==> src/rtl/dca_matrix_store_sequencer.sv <==
// Matrix store sequencer for the DCA matrix LSU.
// Walks a strided matrix row by row, splits every row into AXI INCR write
// bursts (at most 16 beats, never crossing a 4KB page), issues the AW
// requests, emits one transaction-info word per data beat to the merge stage
// and counts B responses until the whole store has been acknowledged.
module dca_matrix_store_sequencer #(
  parameter int BW_ADDR      = 32,
  parameter int BW_DATA      = 128,
  parameter int BW_ELEM      = 32,
  parameter int BW_DIM       = 8,
  parameter int MAX_OUTSTAND = 4
) (
  input  logic                       clk,
  input  logic                       rst,
  input  logic                       inst_valid,
  output logic                       inst_ready,
  input  logic [BW_ADDR-1:0]         inst_addr,
  input  logic [BW_ADDR-1:0]         inst_stride,
  input  logic [BW_DIM-1:0]          inst_num_row_m1,
  input  logic [BW_DIM-1:0]          inst_num_col_m1,
  output logic                       awvalid,
  input  logic                       awready,
  output logic [BW_ADDR-1:0]         awaddr,
  output logic [7:0]                 awlen,
  output logic                       txn_valid,
  input  logic                       txn_ready,
  output logic [$clog2(BW_DATA)-1:0] txn_bitaddr,
  output logic                       txn_last_burst,
  output logic                       txn_last_matrix,
  input  logic                       bvalid,
  output logic                       busy,
  output logic                       done
);

  localparam int BEAT_BYTES = BW_DATA / 8;
  localparam int BB_SH      = $clog2(BEAT_BYTES);
  localparam int OFF_W      = BB_SH;
  localparam int BIT_W      = $clog2(BW_DATA);
  localparam int ELEM_SH    = $clog2(BW_ELEM / 8);
  localparam int CNT_W      = 16;
  localparam int OUT_W      = $clog2(MAX_OUTSTAND + 1);

  typedef enum logic [2:0] {
    IDLE  = 3'd0,
    CALC  = 3'd1,
    ADDR  = 3'd2,
    BEAT  = 3'd3,
    DRAIN = 3'd4,
    DONE  = 3'd5
  } state_t;

  state_t               state, state_nxt;

  logic [BW_ADDR-1:0]   stride_q;
  logic [BW_DIM-1:0]    num_row_q;
  logic [BW_DIM-1:0]    num_col_q;
  logic [BW_ADDR-1:0]   row_addr;
  logic [BW_DIM-1:0]    row_cnt;
  logic [OFF_W-1:0]     off_q;
  logic [CNT_W-1:0]     row_beats_left;
  logic [7:0]           beat_cnt;
  logic                 first_beat;
  logic [OUT_W-1:0]     outstanding;
  logic [BW_ADDR-1:0]   awaddr_q;
  logic [7:0]           awlen_q;

  logic [OFF_W-1:0]     off_c;
  logic [CNT_W-1:0]     rb_c;
  logic [CNT_W-1:0]     nb_c;
  logic [BW_ADDR-1:0]   row_base_c;
  logic [CNT_W-1:0]     burst_beats_c;
  logic [CNT_W-1:0]     rem_c;
  logic [BW_ADDR-1:0]   next_burst_addr_c;
  logic                 last_beat_c;
  logic                 last_row_c;
  logic                 aw_hs;
  logic                 b_dec;

  // Clamp a burst to the remaining row beats, the AXI 16-beat INCR limit
  // and the beats left before the next 4KB page boundary.
  function automatic logic [CNT_W-1:0] calc_len(input logic [11:0] a_lo,
                                                input logic [CNT_W-1:0] left);
    logic [CNT_W-1:0] to4k;
    logic [CNT_W-1:0] len;
    to4k = (CNT_W'(4096) - CNT_W'(a_lo)) >> BB_SH;
    len  = left;
    if (len > CNT_W'(16)) len = CNT_W'(16);
    if (len > to4k)       len = to4k;
    return len;
  endfunction

  assign off_c             = row_addr[OFF_W-1:0];
  assign rb_c              = (CNT_W'(num_col_q) + CNT_W'(1)) << ELEM_SH;
  assign nb_c              = (CNT_W'(off_c) + rb_c + CNT_W'(BEAT_BYTES - 1)) >> BB_SH;
  assign row_base_c        = {row_addr[BW_ADDR-1:OFF_W], {OFF_W{1'b0}}};
  assign burst_beats_c     = CNT_W'(awlen_q) + CNT_W'(1);
  assign rem_c             = row_beats_left - burst_beats_c;
  assign next_burst_addr_c = awaddr_q + (BW_ADDR'(burst_beats_c) << BB_SH);
  assign last_beat_c       = (beat_cnt == awlen_q);
  assign last_row_c        = (row_cnt == num_row_q);

  assign inst_ready      = (state == IDLE);
  assign busy            = (state != IDLE);
  assign done            = (state == DONE);
  assign awvalid         = (state == ADDR) && (outstanding < OUT_W'(MAX_OUTSTAND));
  assign awaddr          = awaddr_q;
  assign awlen           = awlen_q;
  assign txn_valid       = (state == BEAT);
  assign txn_bitaddr     = (state == BEAT && first_beat) ? BIT_W'({off_q, 3'b000}) : '0;
  assign txn_last_burst  = (state == BEAT) && last_beat_c;
  assign txn_last_matrix = (state == BEAT) && last_beat_c && (rem_c == '0) && last_row_c;

  assign aw_hs = awvalid && awready;
  assign b_dec = bvalid && (outstanding != '0);

  // State register
  always_ff @(posedge clk) begin
    if (rst) state <= IDLE;
    else     state <= state_nxt;
  end

  // Next-state logic
  always_comb begin
    state_nxt = state;
    case (state)
      IDLE:  if (inst_valid) state_nxt = CALC;
      CALC:  state_nxt = ADDR;
      ADDR:  if (aw_hs) state_nxt = BEAT;
      BEAT: begin
        if (txn_ready && last_beat_c) begin
          if (rem_c != '0)      state_nxt = ADDR;
          else if (!last_row_c) state_nxt = CALC;
          else                  state_nxt = DRAIN;
        end
      end
      DRAIN: if (outstanding == '0) state_nxt = DONE;
      DONE:  state_nxt = IDLE;
      default: state_nxt = IDLE;
    endcase
  end

  // Row walk, burst split and beat counting
  always_ff @(posedge clk) begin
    if (rst) begin
      stride_q       <= '0;
      num_row_q      <= '0;
      num_col_q      <= '0;
      row_addr       <= '0;
      row_cnt        <= '0;
      off_q          <= '0;
      row_beats_left <= '0;
      beat_cnt       <= '0;
      first_beat     <= 1'b0;
      awaddr_q       <= '0;
      awlen_q        <= '0;
    end else begin
      case (state)
        IDLE: begin
          if (inst_valid) begin
            row_addr  <= inst_addr;
            stride_q  <= inst_stride;
            num_row_q <= inst_num_row_m1;
            num_col_q <= inst_num_col_m1;
            row_cnt   <= '0;
          end
        end
        CALC: begin
          off_q          <= off_c;
          row_beats_left <= nb_c;
          awaddr_q       <= row_base_c;
          awlen_q        <= 8'(calc_len(row_base_c[11:0], nb_c) - CNT_W'(1));
          first_beat     <= 1'b1;
          beat_cnt       <= '0;
        end
        ADDR: beat_cnt <= '0;
        BEAT: begin
          if (txn_ready) begin
            first_beat <= 1'b0;
            if (!last_beat_c) begin
              beat_cnt <= beat_cnt + 8'd1;
            end else if (rem_c != '0) begin
              // Continue the same row with the next burst
              awaddr_q       <= next_burst_addr_c;
              awlen_q        <= 8'(calc_len(next_burst_addr_c[11:0], rem_c) - CNT_W'(1));
              row_beats_left <= rem_c;
              beat_cnt       <= '0;
            end else if (!last_row_c) begin
              // Row start addresses accumulate the stride, no multiplier
              row_addr <= row_addr + stride_q;
              row_cnt  <= row_cnt + BW_DIM'(1);
            end
          end
        end
        default: ;
      endcase
    end
  end

  // Bursts awaiting a B response; bready is always high
  always_ff @(posedge clk) begin
    if (rst) begin
      outstanding <= '0;
    end else begin
      case ({aw_hs, b_dec})
        2'b10:   outstanding <= outstanding + OUT_W'(1);
        2'b01:   outstanding <= outstanding - OUT_W'(1);
        default: outstanding <= outstanding;
      endcase
    end
  end

endmodule
==> config.mk <==
export PLATFORM = sky130hd
export DESIGN_NAME = dca_matrix_store_sequencer
export DESIGN_NICKNAME = d
export VERILOG_FILES = /design/src/rtl/dca_matrix_store_sequencer.sv
export SDC_FILE = /design/constraint.sdc
export NUM_CORES = 1
export LEC_CHECK = 0
export BUFFER_PORTS_ARGS = -buffer_cell sky130_fd_sc_hd__buf_2
export CAP_MARGIN = 20
export CORE_AREA = 5 5 310 160
export CTS_CLUSTER_SIZE = 25
export DETAILED_ROUTE_END_ITERATION = 7
export DIE_AREA = 0 0 315 165
export SKIP_CTS_REPAIR_TIMING = 1
export SLEW_MARGIN = 10
export SYNTH_ARGS = -nofsm -noshare
export SYNTH_HDL_FRONTEND = slang
export SYNTH_SLANG_ARGS = --single-unit
==> constraint.sdc <==
create_clock -name clk -period 6.8 [get_ports clk]
set_input_delay 1.36 -clock clk [delete_from_list [all_inputs] [get_ports clk]]
set_output_delay 1.36 -clock clk [all_outputs]
set_load 0.01 [all_outputs]
==> parameters.txt, run 1 <==
Parameter                              Value

Run status
  Run status ... complete, no violations

Synth
  FF+latch count, synth ... 159
  Distinct cell type count after synthesis ... 94
  Yosys Warn Count ... 0
  Post-synthesis async set-or-reset flop share ... 0%
  Avg Inst Size Synth ... 7.464 um^2
  EDFF count, synth ... 0
  Seq/Total Area, Yosys ... 27.69%
  Number of standard cells after synthesis ... 1,540
  Top FF cell, synth ... sky130_fd_sc_hd__dfxtp_1
  Cell area after synthesis ... 11,490 um^2

Setup path
  Delay of the slowest cell on the worst path ... 0.46 ns
  Element type at the critical path start ... flip-flop
  Register-to-register setup slack ... 0.49 ns
  Top fanout value on the critical path ... 12
  Reg-to-reg critical path startpoint ... awlen[1]
  Critical path's top delay family ... simple AND/OR/NAND/NOR gates
  Critical path data required time ... 5.44 ns
  Endpoint of the most critical register-to-register path ... awlen[5]
  Cell chain of the critical path ... ha_1 -> nand3_1 -> nor2_1 -> xor2_1 -> inv_1 -> ha_1 -> nand3_1 -> a2111oi_2 -> nor3_2 -> o2bb2ai_1 -> a2111oi_2 -> o2111ai_2 -> buf_4 -> nor3_1 -> buf_4 -> nand2_1 -> nor3_1 -> buf_2
  Data arrival at the endpoint of the critical path ... 5.00 ns
  Crit Path Category ... flip-flop to primary output
  Standard cell with the maximum stage delay on the critical path ... sky130_fd_sc_hd__dfxtp_1
  Critical path endpoint category ... primary output
  Number of buffers and inverters on the critical path ... 4
  FF-to-FF path depth ... 24

Cells and area
  Fill count ... 5,117
  Fraction of final layout cells with drive strength greater than 1 ... 13.63%
  Non-filler cells, final ... 2,282
  Layout net count ... 1,800
  Layout overhead on the synthesized area ... 15.83%
  Final design instance area without fill ... 13,310 um^2

Worst hold path
  Hold Path End ... off_q[0]
  Type of the tightest min-delay check ... flip-flop to flip-flop
  Critical hold path startpoint ... off_q[0]
  Hold Path Cell Cnt ... 2

STA
  Achievable Freq ... 157.3 MHz
  Clock skew ... 0.01248 ns
  Final hold violation count ... 0
  Number of setup violations in the final report ... 0
  Setup TNS ... 0 ns
  Shortest clock period the worst path allows after layout ... 6.357 ns
  Slew Viols, Final ... 0
  Slew at the pin closest to its max-slew limit ... 1.038 ns
  Max_slew headroom ... 30.71%
  Final cycle utilization of the critical path ... 93.49%
  RSZ-0062 raised after global routing ... no

Drt
  Routed vias/inst ... 5.101
  Router iterations before antenna repair ... 6
  Violation count after the first detailed-routing iteration ... 1,257
  Post-detailed-route count of antenna-violating nets ... 0
  Total length of routed wires ... 41,030 um
  Vias after detailed routing ... 11,640
  Number of remaining DRC errors ... 0
  Routed length per instance ... 17.98 um

Power and ir drop
  Largest voltage drop on the vdd net ... 0.0002030 V
  Total power draw ... 5.337 mW
  Lkg Pwr ... 5.382 nW
  Pwr Density ... 400.8 nW/um^2

Placement
  IO buf count ... 132
  Placer's final routability congestion estimate ... 0.8900
  Cell total after placement ... 2,249
  Placed cell area ... 12,710 um^2
  DP Wirelength ... 31,370 um

Global route
  Antenna violations before repair ... 2
  First-pass GRT wire length ... 63,570 um
  Combined global-route utilization of all metal layers ... 15.60%
  Vias in the first global route ... 11,120
  Remaining global-route overflow ... 0
  Maximum number of pins on one net before global-route repair ... 73

Floorplanning
  Core Area ... 46,380 um^2
  Number of rows in the core area ... 56
  Initial cell density of the core ... 24.78%
  Die outline height ... 165 um
  X dimension of the die ... 315 um
  I/O pins ... 140
  Die footprint ... 51,980 um^2

Clock tree
  Maximum buffer depth of the clock tree ... 2
  Worst-path clk slew ... 0.07 ns
  Clock root buffer ... sky130_fd_sc_hd__clkbuf_16
  CTS H-Tree Depth ... 4
  Later-pin clock latency in the skew report ... 0.46 ns
  TritonCTS Sinks ... 159
  Clock buffers created by TritonCTS ... 17
  Clock tree from TritonCTS ... yes

Run
  Max-cap check violation count ... 0
[per-layer routing]
layer	share of wire (%)	up-vias	track usage, %
met3	7.5	53	3.774
met4	1.7	0	4.030
met5	0	-	0
met1	50	5499	23.25
met2	40	390	22.28
li1	-	5699	-
[flip-flops by register name (all words and copies together), names as in the netlist]
name            count
row_addr           32
stride_q           32
awaddr             28
row_beats_left     16
awlen               8
beat_cnt            8
num_col_q           8
num_row_q           8
row_cnt             8
off_q               4
outstanding         3
state               3
first_beat          1
[through the flow]
| stage | hold WS (ns) | utilization [%] | setup slack, ns |
|---|---|---|---|
| 2_1_floorplan | 0.4319 | - | 1.354 |
| 3_3_place_gp | 0.4415 | 27.40 | 0.8078 |
| 3_5_place_dp | 0.4426 | 27.40 | 0.6527 |
| 4_1_cts | 0.4513 | 28.70 | 0.5286 |
| 5_1_grt | 0.4727 | 28.70 | 0.05424 |
| 6_report | 0.4503 | 28.70 | 0.4428 |
[cell usage after synthesis, types with 10 or more instances]
| cell | number | area, um^2 |
|---|---|---|
| sky130_fd_sc_hd__nand2_1 | 236 | 885.9 |
| sky130_fd_sc_hd__a21oi_1 | 160 | 800.8 |
| sky130_fd_sc_hd__dfxtp_1 | 159 | 3183 |
| sky130_fd_sc_hd__nor2_1 | 142 | 533.0 |
| sky130_fd_sc_hd__ha_1 | 80 | 1001 |
| sky130_fd_sc_hd__o21ai_0 | 68 | 340.3 |
| sky130_fd_sc_hd__inv_1 | 64 | 240.2 |
| sky130_fd_sc_hd__clkbuf_1 | 63 | 236.5 |
| sky130_fd_sc_hd__a211oi_1 | 60 | 450.4 |
| sky130_fd_sc_hd__nand3_1 | 45 | 225.2 |
| sky130_fd_sc_hd__xnor2_1 | 43 | 376.6 |
| sky130_fd_sc_hd__xor2_1 | 40 | 350.3 |
| sky130_fd_sc_hd__nor3_1 | 36 | 180.2 |
| sky130_fd_sc_hd__a21o_1 | 22 | 165.2 |
| sky130_fd_sc_hd__and3_1 | 19 | 118.9 |
| sky130_fd_sc_hd__nand2b_1 | 17 | 106.4 |
| sky130_fd_sc_hd__or3_1 | 17 | 106.4 |
| sky130_fd_sc_hd__a31oi_1 | 13 | 81.33 |
| sky130_fd_sc_hd__o21a_1 | 13 | 97.59 |
| sky130_fd_sc_hd__a311oi_1 | 12 | 105.1 |
| sky130_fd_sc_hd__nand4_1 | 12 | 75.07 |
| sky130_fd_sc_hd__and2_1 | 11 | 68.82 |
| sky130_fd_sc_hd__o22ai_1 | 11 | 68.82 |
| sky130_fd_sc_hd__or2_2 | 11 | 68.82 |
| sky130_fd_sc_hd__buf_4 | 10 | 75.07 |
| sky130_fd_sc_hd__o211ai_1 | 10 | 75.07 |
[logic make-up (layout without fill, tap and decap cells)]
kind of cell	count (synthesis)	in the layout	share of synthesized area (%)
AND/OR/NAND/NOR	594	594	23.95
AO/OA/AOI/OAI	459	459	26.19
flip-flops	159	159	27.69
buffers and inverters	155	245	5.976
adder cells (fa/ha/maj)	84	84	9.405
XOR/XNOR	83	83	6.324
multiplexers	5	5	0.4354
other	1	15	0.03262
[cell type report]
cell class,count,area (um^2),share of cell area [%]
Clock inverter,10,136.4,1.024
Inverter,64,240.2,1.804
Timing Repair Buffer,149,790.8,5.939
Multi-Input combinational cell,1239,7699,57.82
Antenna cell,1,2.502,0.01880
Tap cell,638,798.3,5.996
Clock buffer,22,464.2,3.487
Sequential cell,159,3183,23.91
[layout by cell type, fill, tap and decap left out, drive strengths merged, types with 13 or more instances in the layout]
master / count
a211oi: 61
a21o: 24
a21oi: 161
a31oi: 13
and3: 22
buf: 149
clkbuf: 22
conb: 14
dfxtp: 159
ha: 80
inv: 64
nand2: 236
nand2b: 17
nand3: 45
nor2: 143
nor3: 37
o21a: 13
o21ai: 71
or3: 20
xnor2: 43
xor2: 40
[power by group]
part | internal [mW] | switching, mW | leakage, nW | total, mW
Sequential | 1.10 | 0.234 | 1.30 | 1.34
Combinational | 1.10 | 1.87 | 3.79 | 2.97
Clock | 0.595 | 0.429 | 0.286 | 1.02
[worst max path at each step]
stage,slack (ns),endpoint,start,depth (start not counted)
after CTS,0.53,txn_last_matrix,awlen[1],18
after global routing,0.05,awlen[4],awlen[0],27
final,0.44,txn_last_matrix,awlen[1],18
after floorplan,1.35,awlen[5],awlen[0],24
after global placement,0.81,awlen[5],awlen[0],25
after detailed placement,0.65,awlen[5],awlen[1],24
[worst min-delay path: cells and delay by family (launching register included)]
kind             cells  cell delay, ns
AO/OA/AOI/OAI        1            0.05
AND/OR/NAND/NOR      1            0.05
flip-flops           1            0.30
(Power assumes the default switching activity.)
==> run 2: changes to the inputs <==
--- a/config.mk
+++ b/config.mk
@@ -5,12 +5,14 @@
 export SDC_FILE = /design/constraint.sdc
 export NUM_CORES = 1
 export LEC_CHECK = 0
+export ABC_AREA = 1
 export BUFFER_PORTS_ARGS = -buffer_cell sky130_fd_sc_hd__buf_2
 export CAP_MARGIN = 20
-export CORE_AREA = 5 5 310 160
+export CORE_AREA = 5 5 313 162
 export CTS_CLUSTER_SIZE = 25
 export DETAILED_ROUTE_END_ITERATION = 7
-export DIE_AREA = 0 0 315 165
+export DIE_AREA = 0 0 318 167
+export RECOVER_POWER = 25
 export SKIP_CTS_REPAIR_TIMING = 1
 export SLEW_MARGIN = 10
 export SYNTH_ARGS = -nofsm -noshare
==> run 2 against run 1 <==
Net effect:
- the flow now finishes with violations (capacitance limit, slew limit)
- clock power about the same
- combinational power up 39%
- synthesized area up 2.4%
- die area up 2.2%
- setup slack better by 0.23 ns
- wire length up 0.94%
- count of clock-buffer cells in the layout down 3
- maximum frequency up 3.7%
- utilization down 0.19 points
- critical path depth up 3
- clock skew about the same
- largest power group unchanged
- highest routed layer unchanged
==> parameters.txt, run 2 <==
Parameter                              Value

STA
  Achievable Freq ... 163.1 MHz (+3.7%)
  Final cycle utilization of the critical path ... 90.16% (-3.3 points)
  Number of setup violations in the final report ... 0 (unchanged)
  Slew Viols, Final ... 142 (+142)
  Clock skew ... 0.01234 ns (-0.0001445 ns)
  Setup TNS ... 0 ns (unchanged)
  Final hold violation count ... 0 (unchanged)
  Shortest clock period the worst path allows after layout ... 6.131 ns (-0.2260 ns)
  Max_slew headroom ... -65.49% (-96 points)
  Slew at the pin closest to its max-slew limit ... 2.482 ns (+1.444 ns)
  Minimum setup slack in the final design ... 0.6688 ns (+0.2260 ns)
  RSZ-0062 raised after global routing ... no

Placement
  IO buf count ... 132 (unchanged)
  DP Wirelength ... 32,270 um (+2.8%)
  Cell total after placement ... 2,554 (+14%)
  Placer's final routability congestion estimate ... 0.9247 (+3.9%)
  Worst setup timing slack at the placement stage ... 1.350 ns (+0.6972 ns)

Synth
  Top FF cell, synth ... sky130_fd_sc_hd__dfxtp_1
  Number of standard cells after synthesis ... 1,824 (+18%)
  Biggest area contributors in the synthesized netlist ... sky130_fd_sc_hd__dfxtp_1 27%, sky130_fd_sc_hd__nand2_1 14%, sky130_fd_sc_hd__a21oi_1 9.1%
  Post-synth top area cell ... sky130_fd_sc_hd__dfxtp_1
  FF+latch count, synth ... 159 (unchanged)
  Cell area after synthesis ... 11,770 um^2 (+2.4%)
  Distinct cell type count after synthesis ... 54 (-43%)
  Fraction of post-synthesis cell area in the top cell type by area ... 27.04% (-0.65 points)
  Leading post-synthesis cells by instance count ... 427 x sky130_fd_sc_hd__nand2_1, 216 x sky130_fd_sc_hd__inv_1, 213 x sky130_fd_sc_hd__a21oi_1, 159 x sky130_fd_sc_hd__dfxtp_1, 131 x sky130_fd_sc_hd__o21ai_0
  Yosys Warn Count ... 0 (unchanged)
  Avg Inst Size Synth ... 6.454 um^2 (-14%)
  Post-synthesis async set-or-reset flop share ... 0% (unchanged)
  Most frequent cell after synthesis ... sky130_fd_sc_hd__nand2_1
  EDFF count, synth ... 0 (unchanged)
  Seq/Total Area, Yosys ... 27.04% (-0.65 points)

Floorplanning
  I/O pins ... 140 (unchanged)
  Initial cell density of the core ... 24.67% (-0.11 points)
  Core Area ... 47,710 um^2 (+2.9%)
  X dimension of the die ... 318 um (+0.95%)
  Die footprint ... 53,110 um^2 (+2.2%)
  Die outline height ... 167 um (+1.2%)
  Number of rows in the core area ... 57 (+1.8%)

Drt
  Violation count after the first detailed-routing iteration ... 1,029 (-18%)
  Vias after detailed routing ... 12,450 (+6.9%)
  Routed length per instance ... 16.02 um (-11%)
  Router iterations before antenna repair ... 5 (-1)
  Post-detailed-route count of antenna-violating nets ... 0 (unchanged)
  Total length of routed wires ... 41,420 um (+0.94%)
  Number of remaining DRC errors ... 0 (unchanged)
  Routed vias/inst ... 4.814 (-5.6%)

Setup path
  Endpoint of the most critical register-to-register path ... awlen[5]
  FF-to-FF path depth ... 37 (+54%)
  Crit Path Category ... flip-flop to primary output
  Top fanout value on the critical path ... 7 (-5)
  Crit-path most repeated cell ... sky130_fd_sc_hd__nand2_1
  Element type at the critical path start ... flip-flop
  Critical path data required time ... 5.44 ns (about the same)
  Reg-to-reg critical path startpoint ... awlen[1]
  Delay of the slowest cell on the worst path ... 0.51 ns (+0.05 ns)
  Launch point of the critical path ... awlen[1]
  Critical path endpoint category ... primary output
  Standard cell with the maximum stage delay on the critical path ... sky130_fd_sc_hd__nor4_1
  Data arrival at the endpoint of the critical path ... 4.77 ns (-0.23 ns)
  Register-to-register setup slack ... 1.22 ns (+0.73 ns)
  Critical path destination ... txn_last_matrix
  Cell chain of the critical path ... ha_1 -> nand3_1 -> nor3b_1 -> nand3_1 -> ha_1 -> nand2_1 -> nor2_2 -> inv_2 -> nor2_1 -> nand2_1 -> nand2_1 -> nand2_1 -> nand2_1 -> nand2_1 -> nor2_4 -> and2_1 -> nand2_1 -> nor4_1 -> nand2_1 -> nor2_1 -> buf_2

Clock tree
  Clock tree from TritonCTS ... yes
  Clock root buffer ... sky130_fd_sc_hd__clkbuf_16
  Worst-path clk slew ... 0.07 ns (about the same)
  TritonCTS Sinks ... 159 (unchanged)
  Maximum buffer depth of the clock tree ... 2 (unchanged)
  CTS H-Tree Depth ... 4 (unchanged)
  Clock buffers created by TritonCTS ... 17 (unchanged)
  Later-pin clock latency in the skew report ... 0.46 ns (about the same)

Cells and area
  Fraction of final layout cells with drive strength greater than 1 ... 9.964% (-3.7 points)
  Layout overhead on the synthesized area ... 15.58%
  Fill count ... 5,318 (+3.9%)
  Final core occ ... 28.52% (-0.19 points)
  Number of antenna cells inserted ... 0 (-1)
  Multi-input logic area ... 7468 um^2 (-3.0%)
  Non-filler cells, final ... 2,586 (+13%)
  Top library cells by usage in the layout, fill and taps aside ... 426 x sky130_fd_sc_hd__nand2_1, 214 x sky130_fd_sc_hd__inv_1, 213 x sky130_fd_sc_hd__a21oi_1
  Layout net count ... 2,094 (+16%)
  Most common cell after layout, fill and taps aside ... sky130_fd_sc_hd__nand2_1
  FF/Latch Area ... 3183 um^2 (unchanged)

Power and ir drop
  Largest voltage drop on the vdd net ... 0.0002352 V (+16%)
  Internal power component ... 3.126 mW (+12%)
  Share of power burned in registers ... 22.7% (-2.4 points)
  Pwr Density ... 491.9 nW/um^2 (+23%)
  Share of total power consumed by net switching ... 53.29% (+5.8 points)
  Lkg Pwr ... 6.168 nW (+15%)
  Share of power burned in the clock network ... 15.6% (-3.6 points)
  Net switching component of the power ... 3.567 mW (+41%)
  Combinational group share of total power ... 61.7% (+6.0 points)

Worst hold path
  Type of the tightest min-delay check ... flip-flop to flip-flop
  Hold Path Cell Cnt ... 2 (unchanged)

Global route
  Combined global-route utilization of all metal layers ... 15.26% (-0.33 points)
  Vias in the first global route ... 11,660 (+4.9%)
  Remaining global-route overflow ... 0 (unchanged)
  First-pass GRT wire length ... 65,230 um (+2.6%)
  Maximum number of pins on one net before global-route repair ... 78 (+6.8%)
  Antenna violations before repair ... 0 (-2)

Run
  Max-cap check violation count ... 3 (+3)

Run status
  Run status ... finished, violations left
  Failing checks ... capacitance limit, slew limit
## run 2: through the flow
stage	hold WS, ns	power (mW)	cell area [um^2]
after floorplan	0.4437	4.445	11820
after detailed placement	0.4623	5.599	13030
after CTS	0.4733	6.667	13640
after global routing	0.4918	7.342	13610
final	0.4703	6.693	13610
after global placement	0.4604	5.549	13030
## run 2: worst min-delay path by stage
stage,to,slack (ns),startpoint
after floorplan,num_row_q[0],0.44,num_row_q[0]
after global placement,num_row_q[3],0.46,num_row_q[3]
after detailed placement,stride_q[10],0.46,stride_q[10]
after CTS,stride_q[10],0.47,stride_q[10]
after global routing,num_row_q[7],0.49,num_row_q[7]
final,stride_q[7],0.47,stride_q[7]
## run 2: power groups by stage
| stage | Clock (mW) | Sequential (mW) | Combinational, mW |
|---|---|---|---|
| detailed placement | 0 | 1.53 | 4.07 |
| global route | 1.10 | 1.56 | 4.68 |
| CTS | 1.06 | 1.51 | 4.09 |
| finish | 1.04 | 1.52 | 4.13 |
| global placement | 0 | 1.52 | 4.03 |
| floorplan | 0 | 1.45 | 2.99 |
## run 2: critical path: cells and delay by family (launching register included)
kind                     cells  cell delay, ns
AND/OR/NAND/NOR             17            2.94
adder cells (fa/ha/maj)      2            0.70
flip-flops                   1            0.43
buffers and inverters        2            0.21
## run 2: final cells by class
type                            instances  share of cell area (%)
Clock buffer                           19                   3.255
Clock inverter                         13                   1.196
Inverter                              222                   6.125
Multi-Input combinational cell       1382                   54.89
Sequential cell                       159                   23.40
Tap cell                              649                   5.968
Timing Repair Buffer                  142                   5.168
## run 2: metal layers
layer  track usage [%]  wire length, um  up-vias
met5                 0                0        -
met4             3.095              649        0
met3             3.469             2667       36
met2             22.18            16690      394
met1             22.97            21410     5757
li1                  -                -     6261
## run 2: kinds of logic (layout without fill, tap and decap cells)
kind of cell	count (synthesis)	after routing	synth area share [%]
buffers and inverters	296	396	10.06
adder cells (fa/ha/maj)	84	84	9.184
AO/OA/AOI/OAI	430	430	19.76
flip-flops	159	159	27.04
AND/OR/NAND/NOR	791	791	29.23
other	1	14	0.03186
XOR/XNOR	62	62	4.613
multiplexers	1	1	0.08504
